`src/rtl/mips_multicycle_ctrl.sv`:
```
// Multi-cycle MIPS control sequencer: one micro-step per clock, Moore outputs except the FETCH ir/pc load.
// Latency: 2-5 cycles per instruction plus memory wait cycles; requests hold until i_mem_ready.
module mips_multicycle_ctrl (
    input  logic        i_clock,
    input  logic        i_reset,
    input  logic [5:0]  i_opcode,
    input  logic        i_mem_ready,
    output logic        o_pc_write,
    output logic        o_pc_write_cond,
    output logic        o_i_or_d,
    output logic        o_mem_read,
    output logic        o_mem_write,
    output logic        o_ir_write,
    output logic        o_mem_to_reg,
    output logic        o_reg_dst,
    output logic        o_reg_write,
    output logic        o_alu_src_a,
    output logic [1:0]  o_alu_src_b,
    output logic [1:0]  o_alu_op,
    output logic [1:0]  o_pc_source,
    output logic [3:0]  o_state,
    output logic        o_illegal_op,
    output logic [31:0] o_retired
);
    localparam logic [3:0] S_FETCH     = 4'd0;
    localparam logic [3:0] S_DECODE    = 4'd1;
    localparam logic [3:0] S_MEM_ADDR  = 4'd2;
    localparam logic [3:0] S_MEM_READ  = 4'd3;
    localparam logic [3:0] S_MEM_WB    = 4'd4;
    localparam logic [3:0] S_MEM_WRITE = 4'd5;
    localparam logic [3:0] S_EXECUTE   = 4'd6;
    localparam logic [3:0] S_R_WB      = 4'd7;
    localparam logic [3:0] S_ADDI_EXEC = 4'd8;
    localparam logic [3:0] S_ADDI_WB   = 4'd9;
    localparam logic [3:0] S_BRANCH    = 4'd10;
    localparam logic [3:0] S_JUMP      = 4'd11;

    localparam logic [5:0] OP_RTYPE = 6'h00;
    localparam logic [5:0] OP_ADDI  = 6'h08;
    localparam logic [5:0] OP_LW    = 6'h23;
    localparam logic [5:0] OP_SW    = 6'h2B;
    localparam logic [5:0] OP_BEQ   = 6'h04;
    localparam logic [5:0] OP_J     = 6'h02;

    logic [3:0]  r_state;
    logic        r_illegal_op;
    logic [31:0] r_retired;
    logic [3:0]  w_next;
    logic        w_set_illegal;
    logic        w_retire;

    always_ff @(posedge i_clock or posedge i_reset) begin
        if (i_reset) begin
            r_state      <= S_FETCH;
            r_illegal_op <= 1'b0;
            r_retired    <= 32'd0;
        end else begin
            r_state <= w_next;
            if (w_set_illegal) r_illegal_op <= 1'b1;
            if (w_retire)      r_retired    <= r_retired + 32'd1;
        end
    end

    // Retirement is counted on the edge that returns to FETCH from a completing state.
    always_comb begin
        w_next        = r_state;
        w_set_illegal = 1'b0;
        w_retire      = 1'b0;
        case (r_state)
            S_FETCH:     if (i_mem_ready) w_next = S_DECODE;
            S_DECODE: begin
                case (i_opcode)
                    OP_RTYPE:     w_next = S_EXECUTE;
                    OP_ADDI:      w_next = S_ADDI_EXEC;
                    OP_LW, OP_SW: w_next = S_MEM_ADDR;
                    OP_BEQ:       w_next = S_BRANCH;
                    OP_J:         w_next = S_JUMP;
                    default: begin
                        w_next        = S_FETCH;
                        w_set_illegal = 1'b1;
                    end
                endcase
            end
            S_MEM_ADDR: begin
                if (i_opcode == OP_LW)      w_next = S_MEM_READ;
                else if (i_opcode == OP_SW) w_next = S_MEM_WRITE;
                else                        w_next = S_FETCH;
            end
            S_MEM_READ:  if (i_mem_ready) w_next = S_MEM_WB;
            S_MEM_WRITE: begin
                if (i_mem_ready) begin
                    w_next   = S_FETCH;
                    w_retire = 1'b1;
                end
            end
            S_EXECUTE:   w_next = S_R_WB;
            S_ADDI_EXEC: w_next = S_ADDI_WB;
            S_MEM_WB, S_R_WB, S_ADDI_WB, S_BRANCH, S_JUMP: begin
                w_next   = S_FETCH;
                w_retire = 1'b1;
            end
            default:     w_next = S_FETCH;
        endcase
    end

    // Reset gates every strobe so nothing is issued while it is held.
    always_comb begin
        o_pc_write      = 1'b0;
        o_pc_write_cond = 1'b0;
        o_i_or_d        = 1'b0;
        o_mem_read      = 1'b0;
        o_mem_write     = 1'b0;
        o_ir_write      = 1'b0;
        o_mem_to_reg    = 1'b0;
        o_reg_dst       = 1'b0;
        o_reg_write     = 1'b0;
        o_alu_src_a     = 1'b0;
        o_alu_src_b     = 2'b00;
        o_alu_op        = 2'b00;
        o_pc_source     = 2'b00;
        if (!i_reset) begin
            case (r_state)
                S_FETCH: begin
                    o_mem_read  = 1'b1;
                    o_alu_src_b = 2'b01;
                    o_ir_write  = i_mem_ready;
                    o_pc_write  = i_mem_ready;
                end
                S_DECODE:    o_alu_src_b = 2'b11;
                S_MEM_ADDR, S_ADDI_EXEC: begin
                    o_alu_src_a = 1'b1;
                    o_alu_src_b = 2'b10;
                end
                S_MEM_READ: begin
                    o_mem_read = 1'b1;
                    o_i_or_d   = 1'b1;
                end
                S_MEM_WB: begin
                    o_reg_write  = 1'b1;
                    o_mem_to_reg = 1'b1;
                end
                S_MEM_WRITE: begin
                    o_mem_write = 1'b1;
                    o_i_or_d    = 1'b1;
                end
                S_EXECUTE: begin
                    o_alu_src_a = 1'b1;
                    o_alu_op    = 2'b10;
                end
                S_R_WB: begin
                    o_reg_write = 1'b1;
                    o_reg_dst   = 1'b1;
                end
                S_ADDI_WB:   o_reg_write = 1'b1;
                S_BRANCH: begin
                    o_alu_src_a     = 1'b1;
                    o_alu_op        = 2'b01;
                    o_pc_write_cond = 1'b1;
                    o_pc_source     = 2'b01;
                end
                S_JUMP: begin
                    o_pc_write  = 1'b1;
                    o_pc_source = 2'b10;
                end
                default: ;
            endcase
        end
    end

    assign o_state      = r_state;
    assign o_illegal_op = r_illegal_op;
    assign o_retired    = r_retired;
endmodule

```
`config.mk`:
```
export PLATFORM = sky130hd
export DESIGN_NAME = mips_multicycle_ctrl
export DESIGN_NICKNAME = d
export VERILOG_FILES = /design/src/rtl/mips_multicycle_ctrl.sv
export SDC_FILE = /design/constraint.sdc
export NUM_CORES = 1
export LEC_CHECK = 0
export BUFFER_PORTS_ARGS = -buffer_cell sky130_fd_sc_hd__buf_2
export CORE_ASPECT_RATIO = 0.7
export CORE_UTILIZATION = 45
export DETAILED_ROUTE_END_ITERATION = 12
export GPL_ROUTABILITY_DRIVEN = 0
export PLACE_DENSITY = 0.68
export SLEW_MARGIN = 20
export SYNTH_ARGS = -nofsm -noshare
export SYNTH_HDL_FRONTEND = slang
export SYNTH_SLANG_ARGS = --single-unit
export TNS_END_PERCENT = 10
```
`constraint.sdc`:
```
create_clock -name i_clock -period 6.5 [get_ports i_clock]
set_clock_uncertainty 0.2 [all_clocks]
set_input_delay 0.65 -clock i_clock [delete_from_list [all_inputs] [get_ports i_clock]]
set_output_delay 0.65 -clock i_clock [all_outputs]
set_load 0.02 [all_outputs]
```
==> Yosys cells after proc, flatten, opt, wreduce, memory -nomap -nowiden <==
Cells that the tools add are included.
{ "op_classes": {"addsub": 1, "eq_ne": 19, "muxes": 37, "n_reduce_logical": 11} }
{ "op_table": {"columns": ["operator", "n"], "rows": [
  ["adder 32 x 1 -> 32 bit, second input constant", 1],
  ["case mux 4 bit (7 select lines)", 1],
  ["2-to-1 mux 1 bit", 22],
  ["case mux 4 bit (5 select lines)", 1],
  ["== test 4 x 3 -> 1 bit, second input constant", 4],
  ["== test 4 bit, second input constant", 4],
  ["== test 6 bit, second input constant", 2],
  ["2-to-1 mux 4 bit", 3],
  ["== test 4 x 2 -> 1 bit, second input constant", 2],
  ["case mux 2 bit (2 select lines)", 2],
  ["OR reduction 2 bit", 4],
  ["== test 6 x 2 -> 1 bit, second input constant", 1],
  ["== test 6 x 3 -> 1 bit, second input constant", 1],
  ["== test 6 x 4 -> 1 bit, second input constant", 1],
  ["logical NOT 6 bit", 1],
  ["2-to-1 mux 2 bit", 3],
  ["2-to-1 mux 3 bit", 2],
  ["!= test 2 bit, second input constant", 3],
  ["case mux 2 bit (3 select lines)", 1],
  ["OR reduction 6 bit", 1],
  ["OR reduction 5 bit", 1],
  ["== test 4 x 1 -> 1 bit, second input constant", 1],
  ["logical NOT 4 bit", 1],
  ["case mux 1 bit (2 select lines)", 2],
  ["other kinds (3)", 3]
]} }
{ "word_totals": {"ff_bits": 37, "output_inout_bits": 53} }

==> Logic depth before layout (Yosys ltp) <==
Gate-level depths: netlist of the first run.
{ "depth": {"word_depth": 4, "ltp_mapped": 7, "depth_no_buf": 5} }

==> Least setup slack after synthesis of the first run <==
Ideal clock, no wire load.
{ "synth_timing": {"path_kind": "input to output", "startpoint": "input port i_reset", "endpoint": "output port o_pc_source[0]", "t_arrival_ps": 2699, "required_ps": 5650, "slack_ps": 2951, "cell_stages": 5, "path_cell_list": "clkbuf_1 > inv_1 > nand3_1 > nor3_1 > buf_4"} }
{ "synth_between": {"elab_chain_len": 1} }
{ "synth_rtl": {"columns": ["item", "line_no", "text"], "rows": [
  ["start, declared", "5", "input logic i_reset,"],
  ["2-to-1 mux 2 bit", "121", "if (!i_reset) begin"],
  ["end, declared", "20", "output logic [1:0] o_pc_source,"]
]} }
No other way between the ends.

==> Final worst setup path of the first run <==
{ "layout_timing": {"startpoint": "input port i_reset", "endpoint": "output port o_mem_write"} }
{ "layout_between": {"elab_chain_len": 1} }
{ "layout_rtl": {"columns": ["item", "line_no", "text"], "rows": [
  ["2-to-1 mux 1 bit", "121", null],
  ["end, declared", "12", "output logic o_mem_write,"]
]} }
No other way between the ends.

==> flow_summary.json, run 1 <==
{
  "cts_buffers": 5,
  "grt_pass1_vias": 1507,
  "regArea_sq_um": 925.9,
  "vias_per_cell": 5.284,
  "dpl_cell_area_sq_um": 2424,
  "synth_edf_count": 0,
  "finalHoldViolCount": 0,
  "multiInputGateArea_sq_um": 1090,
  "syn_area_sq_um": 2112,
  "ys_seq_elements": 37,
  "clkSinkCount": 37,
  "syn_inst": 218,
  "asyncSetResetFlopFracSynth_pct": 100.0,
  "synth_top_area_share_pct": 43.84,
  "drt_iter0_drc": 128,
  "synth_top_area_cell": "dfrtp_1",
  "hp-class": "register to register",
  "dpl.hpwl_um": 3231,
  "cts_setup_buffers": 0,
  "outcome": "finished, violations left",
  "fill_cells": 413,
  "setup_viol_count_final": 0,
  "grt_pass1_wl_um": 7410,
  "drtPass1Iterations": 9,
  "synthTopCellsByArea": "dfrtp_1 44%, xnor2_1 8.3%, xor2_1 5.4%",
  "fin_area_sq_um": 2504,
  "peakVddDrop_uv": 90.41,
  "fp.dieW_um": 83.89,
  "violations": "design-rule violations",
  "drv_slew": 0,
  "reg2reg_depth": 5,
  "hp-start": "o_retired[31]$_DFFE_PP0P_",
  "crit_chain": "buf_2 -> inv_1 -> buf_4 -> nand3_1 -> nor3_1 -> buf_2",
  "htree_levels": 2,
  "synth_cell_types": 48,
  "yosysWarnings": 0,
  "root_buffer": "clkbuf_8",
  "syn_avg_cell_area_sq_um": 9.688,
  "layout_min_cycle_time_ps": 3072,
  "crit_slowest_cell": "inv_1",
  "setup_tns_ps": 0,
  "period_share_pct": 47.26,
  "rows": 20,
  "io_pins": 62,
  "final_layout_size_suffix_gt1_share_pct": 30.07,
  "critical_path.max_fanout": 22,
  "clkTransAtPathRegs_ps": 60,
  "grt_max_degree": 23,
  "wl_um": 4370,
  "cts_max_path_buffers": 2,
  "fin_nets": 285,
  "max_slew_margin_pct": 50.33,
  "r2r_end": "o_retired[22]$_DFFE_PP0P_",
  "wl_per_cell_um": 13.20,
  "final_common_cell": "buf_2",
  "vias": 1749,
  "holdWs_ps": 257.9,
  "hold_depth": 1,
  "tightest_slew_ps": 745.0,
  "drv_cap": 0,
  "p_total_w": 0.0005002,
  "track_usage_pct": 19.21,
  "power_density_nw_per_um2": 199.8,
  "critPathCaptureType": "output port",
  "cp.required_ps": 5650,
  "layout_common_cells": "61 x buf_2, 37 x dfrtp_1, 24 x nor2_1, 20 x xnor2_1, 16 x nand2_1",
  "worst_setup_path_start_kind": "primary input",
  "fp.dieH_um": 59.32,
  "arrival_ps": 2220,
  "rsz0062_at_grt": "false",
  "path_class": "primary input to output port",
  "cts_tree": "built",
  "antennaDiodeCount": 0,
  "grt-ovfl-total": 0,
  "dieArea_sq_um": 4976,
  "timing.rr.start": "o_state[1]$_DFFE_PP0P_",
  "hold_buffers": 0,
  "core_area_sq_um": 4429,
  "p_leak_nw": 1.246,
  "yosysSeqAreaShare_pct": 43.84,
  "fmax_ghz": 0.3255,
  "antenna_found_initial": 0,
  "syn_nets": 228,
  "drtAntennaViolNets": 0,
  "start_util_pct": 47.68,
  "synth_top_flop_cell": "dfrtp_1",
  "crit_top_cell": "buf_2",
  "port_buffers": 61,
  "drc_errors": 6,
  "post_cts_resized": 0,
  "r2r_slack_ps": 3690,
  "whs_endpoint": "o_retired[31]$_DFFE_PP0P_",
  "worst_path_largest_cell_delay_ps": 530,
  "syn_to_final_growth_pct": 18.54,
  "clock_latency_ps": 280
}
[area by class of cell]
cell class                 instances  share of cell area [%]
sequential                        37                   36.98
inverter                           7                   1.049
clock buffer                       8                   3.198
multi-input combinational        162                   43.53
timing repair buffer              62                   12.49
tap                               55                   2.749
[worst max-delay path, delay by kind of cell]
kind                   cells  cell delay [ps]
buffers and inverters      4             1270
AND/OR/NAND/NOR            2              300
[cell families (layout without fill, tap and decap cells)]
logic type,after synthesis,after routing,share of synthesized area [%]
simple gates,105,105,28.56
flops,37,37,43.84
xor+xnor,34,34,14.46
compound gates,20,20,6.932
buf+inv,19,77,4.561
mux,2,2,1.066
fa+ha+maj,1,1,0.5923
[worst max path at each step]
stage	startpoint	endpoint	slack, ps
after floorplan	i_reset	o_pc_source[0]	2950
after global placement	i_reset	o_pc_write	3350
after detailed placement	i_reset	o_pc_write	3350
after CTS	i_reset	o_pc_write	3340
after global routing	i_reset	o_mem_write	3210
final	i_reset	o_mem_write	3430
[layer usage]
layer / global-route usage [%] / wire [um] / vias up
li1: - / - / 873
met1: 29.63 / 2338 / 827
met2: 27.28 / 1786 / 44
met3: 4.318 / 216 / 5
met4: 4.433 / 29 / 0
met5: 0 / 0 / -
[state kept, by name, summed over array words and instances, names as in the netlist]
register,cells
o_illegal_op,1
o_state,4
o_retired,32
[metrics by stage]
| stage | setup slack (ps) | cells | utilization, % |
|---|---|---|---|
| 5_1_grt | 3209 | 331 | 56.53 |
| 4_1_cts | 3342 | 331 | 56.53 |
| 3_3_place_gp | 3355 | 323 | 54.72 |
| 6_report | 3428 | 331 | 56.53 |
| 2_1_floorplan | 2951 | 218 | - |
| 3_5_place_dp | 3346 | 323 | 54.72 |
[Yosys cell counts (3+ instances only)]
master	n
clkbuf_1	5
nor4_1	5
inv_1	7
nor3_2	3
o21ai_0	5
and3_1	3
and4_1	3
xnor2_1	20
nand4_1	10
nand2_1	16
nor3_1	7
nor2_1	24
nand3_1	15
nor2b_1	3
xor2_1	13
dfrtp_1	37
[report_power, final]
group	internal [W]	total, W	leakage [nW]	switching, W
combinational	0.0000334	0.0000891	0.713	0.0000557
sequential	0.000242	0.000264	0.494	0.0000214
clock	0.0000761	0.000148	0.0395	0.0000715
Power figures use the tool's default switching activity.
==> run 2: changes to the inputs <==
- ABC_AREA: not set -> 1
- PLACE_DENSITY: 0.68 -> 0.65
- clock period: 6.5 -> 3.1 ns (I/O delays scaled with it)
==> flow_summary.json, run 2 <==
{
  "outcome": "complete, no violations",
  "path_class": "primary input to output port",
  "cts_buffers": 5,
  "htree_levels": 2,
  "arrival_ps": 1840,
  "setup_viol_count_final": 0,
  "r2r_slack_ps": 1040,
  "drtAntennaViolNets": 0,
  "drv_cap": 0,
  "grt_pass1_wl_um": 11320,
  "p_int_w": 0.0008191,
  "largest_register_ffs": 32,
  "final_common_cell": "nand2_1",
  "fp.dieW_um": 95.27,
  "fin_ws_ps": 749.2,
  "wl_per_cell_um": 11.88,
  "track_usage_pct": 23.14,
  "setup_tns_ps": 0,
  "reg2reg_depth": 8,
  "grt-ovfl-total": 0,
  "critical_path.max_fanout": 14,
  "dpl_cell_area_sq_um": 3070,
  "synth_top_area_cell": "dfrtp_1",
  "dieArea_sq_um": 6410,
  "finalHoldViolCount": 0,
  "antenna_found_initial": 0,
  "max_slew_margin_pct": 65.59,
  "holdWs_ps": 178.6,
  "fin_nets": 511,
  "vias_per_cell": 4.880,
  "rows": 23,
  "synth-simple-area-share_pct": 48.40,
  "synth_most_common_cell": "nand2_1",
  "crit_path_end": "o_reg_write",
  "synthTopCellsByCount": "192 x nand2_1, 73 x nor2_1, 43 x inv_1",
  "synth-compound-area-share_pct": 3.379,
  "peakVddDrop_uv": 276.1,
  "power_density_nw_per_um2": 434.8,
  "p_comb_share_pct": 33.0,
  "muxShareOfSynthArea_pct": 0,
  "timing.rr.start": "o_retired[0]$_DFFE_PP0P_",
  "io_pins": 62,
  "clkTransAtPathRegs_ps": 70,
  "drc_errors": 0,
  "crit_path_start": "i_reset",
  "clock_latency_ps": 290,
  "cp.required_ps": 2590,
  "p_leak_nw": 1.664,
  "cts_tree": "built",
  "fill_cells": 585,
  "dp_slack_ps": 1109,
  "drtPass1Iterations": 4,
  "syn_to_final_growth_pct": 15.57,
  "start_util_pct": 47.37,
  "dpl.hpwl_um": 5411,
  "period_share_pct": 75.83,
  "wl_um": 6854,
  "fmax_ghz": 0.4254,
  "grt_max_degree": 43,
  "yosysWarnings": 0,
  "layout_min_cycle_time_ps": 2351,
  "synth_cell_types": 31,
  "final_layout_size_suffix_gt1_share_pct": 18.53,
  "synth_top_area_share_pct": 33.79,
  "syn_avg_cell_area_sq_um": 6.242,
  "asyncSetResetFlopFracSynth_pct": 100.0,
  "vias": 2816,
  "r2r_end": "o_retired[22]$_DFFE_PP0P_",
  "drv_slew": 0,
  "ys_seq_elements": 37,
  "worst_setup_path_start_kind": "primary input",
  "post_cts_resized": 0,
  "cts_max_path_buffers": 2,
  "synth_top_flop_cell": "dfrtp_1",
  "switching_share_pct": 40.51,
  "switching_power_w": 0.0005577,
  "seqPwrFrac_pct": 42.7,
  "clkSinkCount": 37,
  "synth_xor_area_share_pct": 4.110,
  "grt_pass1_vias": 2438,
  "port_buffers": 61,
  "rsz0062_at_grt": "false",
  "synthTopCellsByArea": "dfrtp_1 34%, nand2_1 26%, nor2_1 10%",
  "drt_iter0_drc": 123,
  "antennaDiodeCount": 0,
  "synth_edf_count": 0,
  "core_area_sq_um": 5784,
  "fin_area_sq_um": 3167,
  "critPathCaptureType": "output port",
  "fp.dieH_um": 67.29,
  "synth_fa_ha_area_share_pct": 0.4566,
  "syn_area_sq_um": 2740,
  "synth_top_family_by_area": "simple AND/OR/NAND/NOR gates",
  "syn_inst": 439,
  "hp-class": "primary input to register",
  "root_buffer": "clkbuf_8",
  "tightest_slew_ps": 515.6,
  "clock_power_share_pct": 24.3,
  "syn_nets": 449,
  "yosysSeqAreaShare_pct": 33.79,
  "layout_common_cells": "192 x nand2_1, 73 x nor2_1, 61 x buf_2, 43 x inv_1, 37 x dfrtp_1"
}
==> run 2: cell types whose count changed after synthesis, sizes merged, moves of 7 or more <==
cell,delta
xnor2,-17
nand2,+180
nand4,-7
inv,+42
nor2,+56
==> run 2: final cells by class <==
class	instances	area, sq um	area share, %
Clock buffer	5	68.82	2.173
Clock inverter	3	17.52	0.5531
Inverter	49	186.4	5.887
Multi-Input combinational cell	344	1544	48.76
Sequential cell	37	925.9	29.24
Tap cell	75	93.84	2.963
Timing Repair Buffer	64	330.3	10.43
==> run 2: power by group through the flow <==
stage          sequential, W  clock [W]  combinational (W)
2_1_floorplan       0.000632          0           0.000303
3_3_place_gp        0.000594          0           0.000445
3_5_place_dp        0.000597          0           0.000453
4_1_cts             0.000587   0.000346           0.000456
5_1_grt             0.000597   0.000370           0.000507
6_report            0.000588   0.000335           0.000454
==> run 2: per-layer routing <==
metal	wire length, um	up-vias	global-route usage, %
met4	32	0	3.788
met3	393	5	4.279
li1	-	1456	-
met5	0	-	0
met1	3710	1278	35.49
met2	2717	77	33.84
==> run 2: how the worst min path moves through the flow <==
stage / start / to / slack [ps] / cells past startpoint
finish: i_mem_ready / o_state[2]$_DFFE_PP0P_ / 180 / 4
global route: i_mem_ready / o_state[2]$_DFFE_PP0P_ / 200 / 4
CTS: i_mem_ready / o_state[2]$_DFFE_PP0P_ / 160 / 4
detailed placement: o_illegal_op$_DFFE_PP0P_ / o_illegal_op$_DFFE_PP0P_ / 240 / 1
global placement: o_illegal_op$_DFFE_PP0P_ / o_illegal_op$_DFFE_PP0P_ / 250 / 1
floorplan: i_mem_ready / o_state[2]$_DFFE_PP0P_ / 300 / 3
==> run 2: logic make-up after synthesis <==
family	Yosys count
AO/OA/AOI/OAI	16
XOR/XNOR	12
adder cells (fa/ha/maj)	1
buffers and inverters	58
flip-flops	37
AND/OR/NAND/NOR	315
==> run 2: metrics by stage <==
stage / power (W) / utilization, % / instances
after floorplan: 0.0009357 / - / 439
after global placement: 0.001039 / 53.08 / 568
after detailed placement: 0.001050 / 53.08 / 568
after CTS: 0.001390 / 54.75 / 577
after global routing: 0.001475 / 54.75 / 577
final: 0.001377 / 54.75 / 577
==> run 2: what timing repair did <==
action / CTS / global route
setup buffers: 0 / 0
endpoints found under the hold margin: 9 / 0
hold buffers: 1 / 0
setup endpoints to repair: 0 / 0
==> run 2: worst max-delay path, cell delays in order <==
cell and delay [ps]:
dlygate4sd3_1 530, buf_2 190, inv_1 410, o21ai_0 170
inv_1 70, buf_2 150
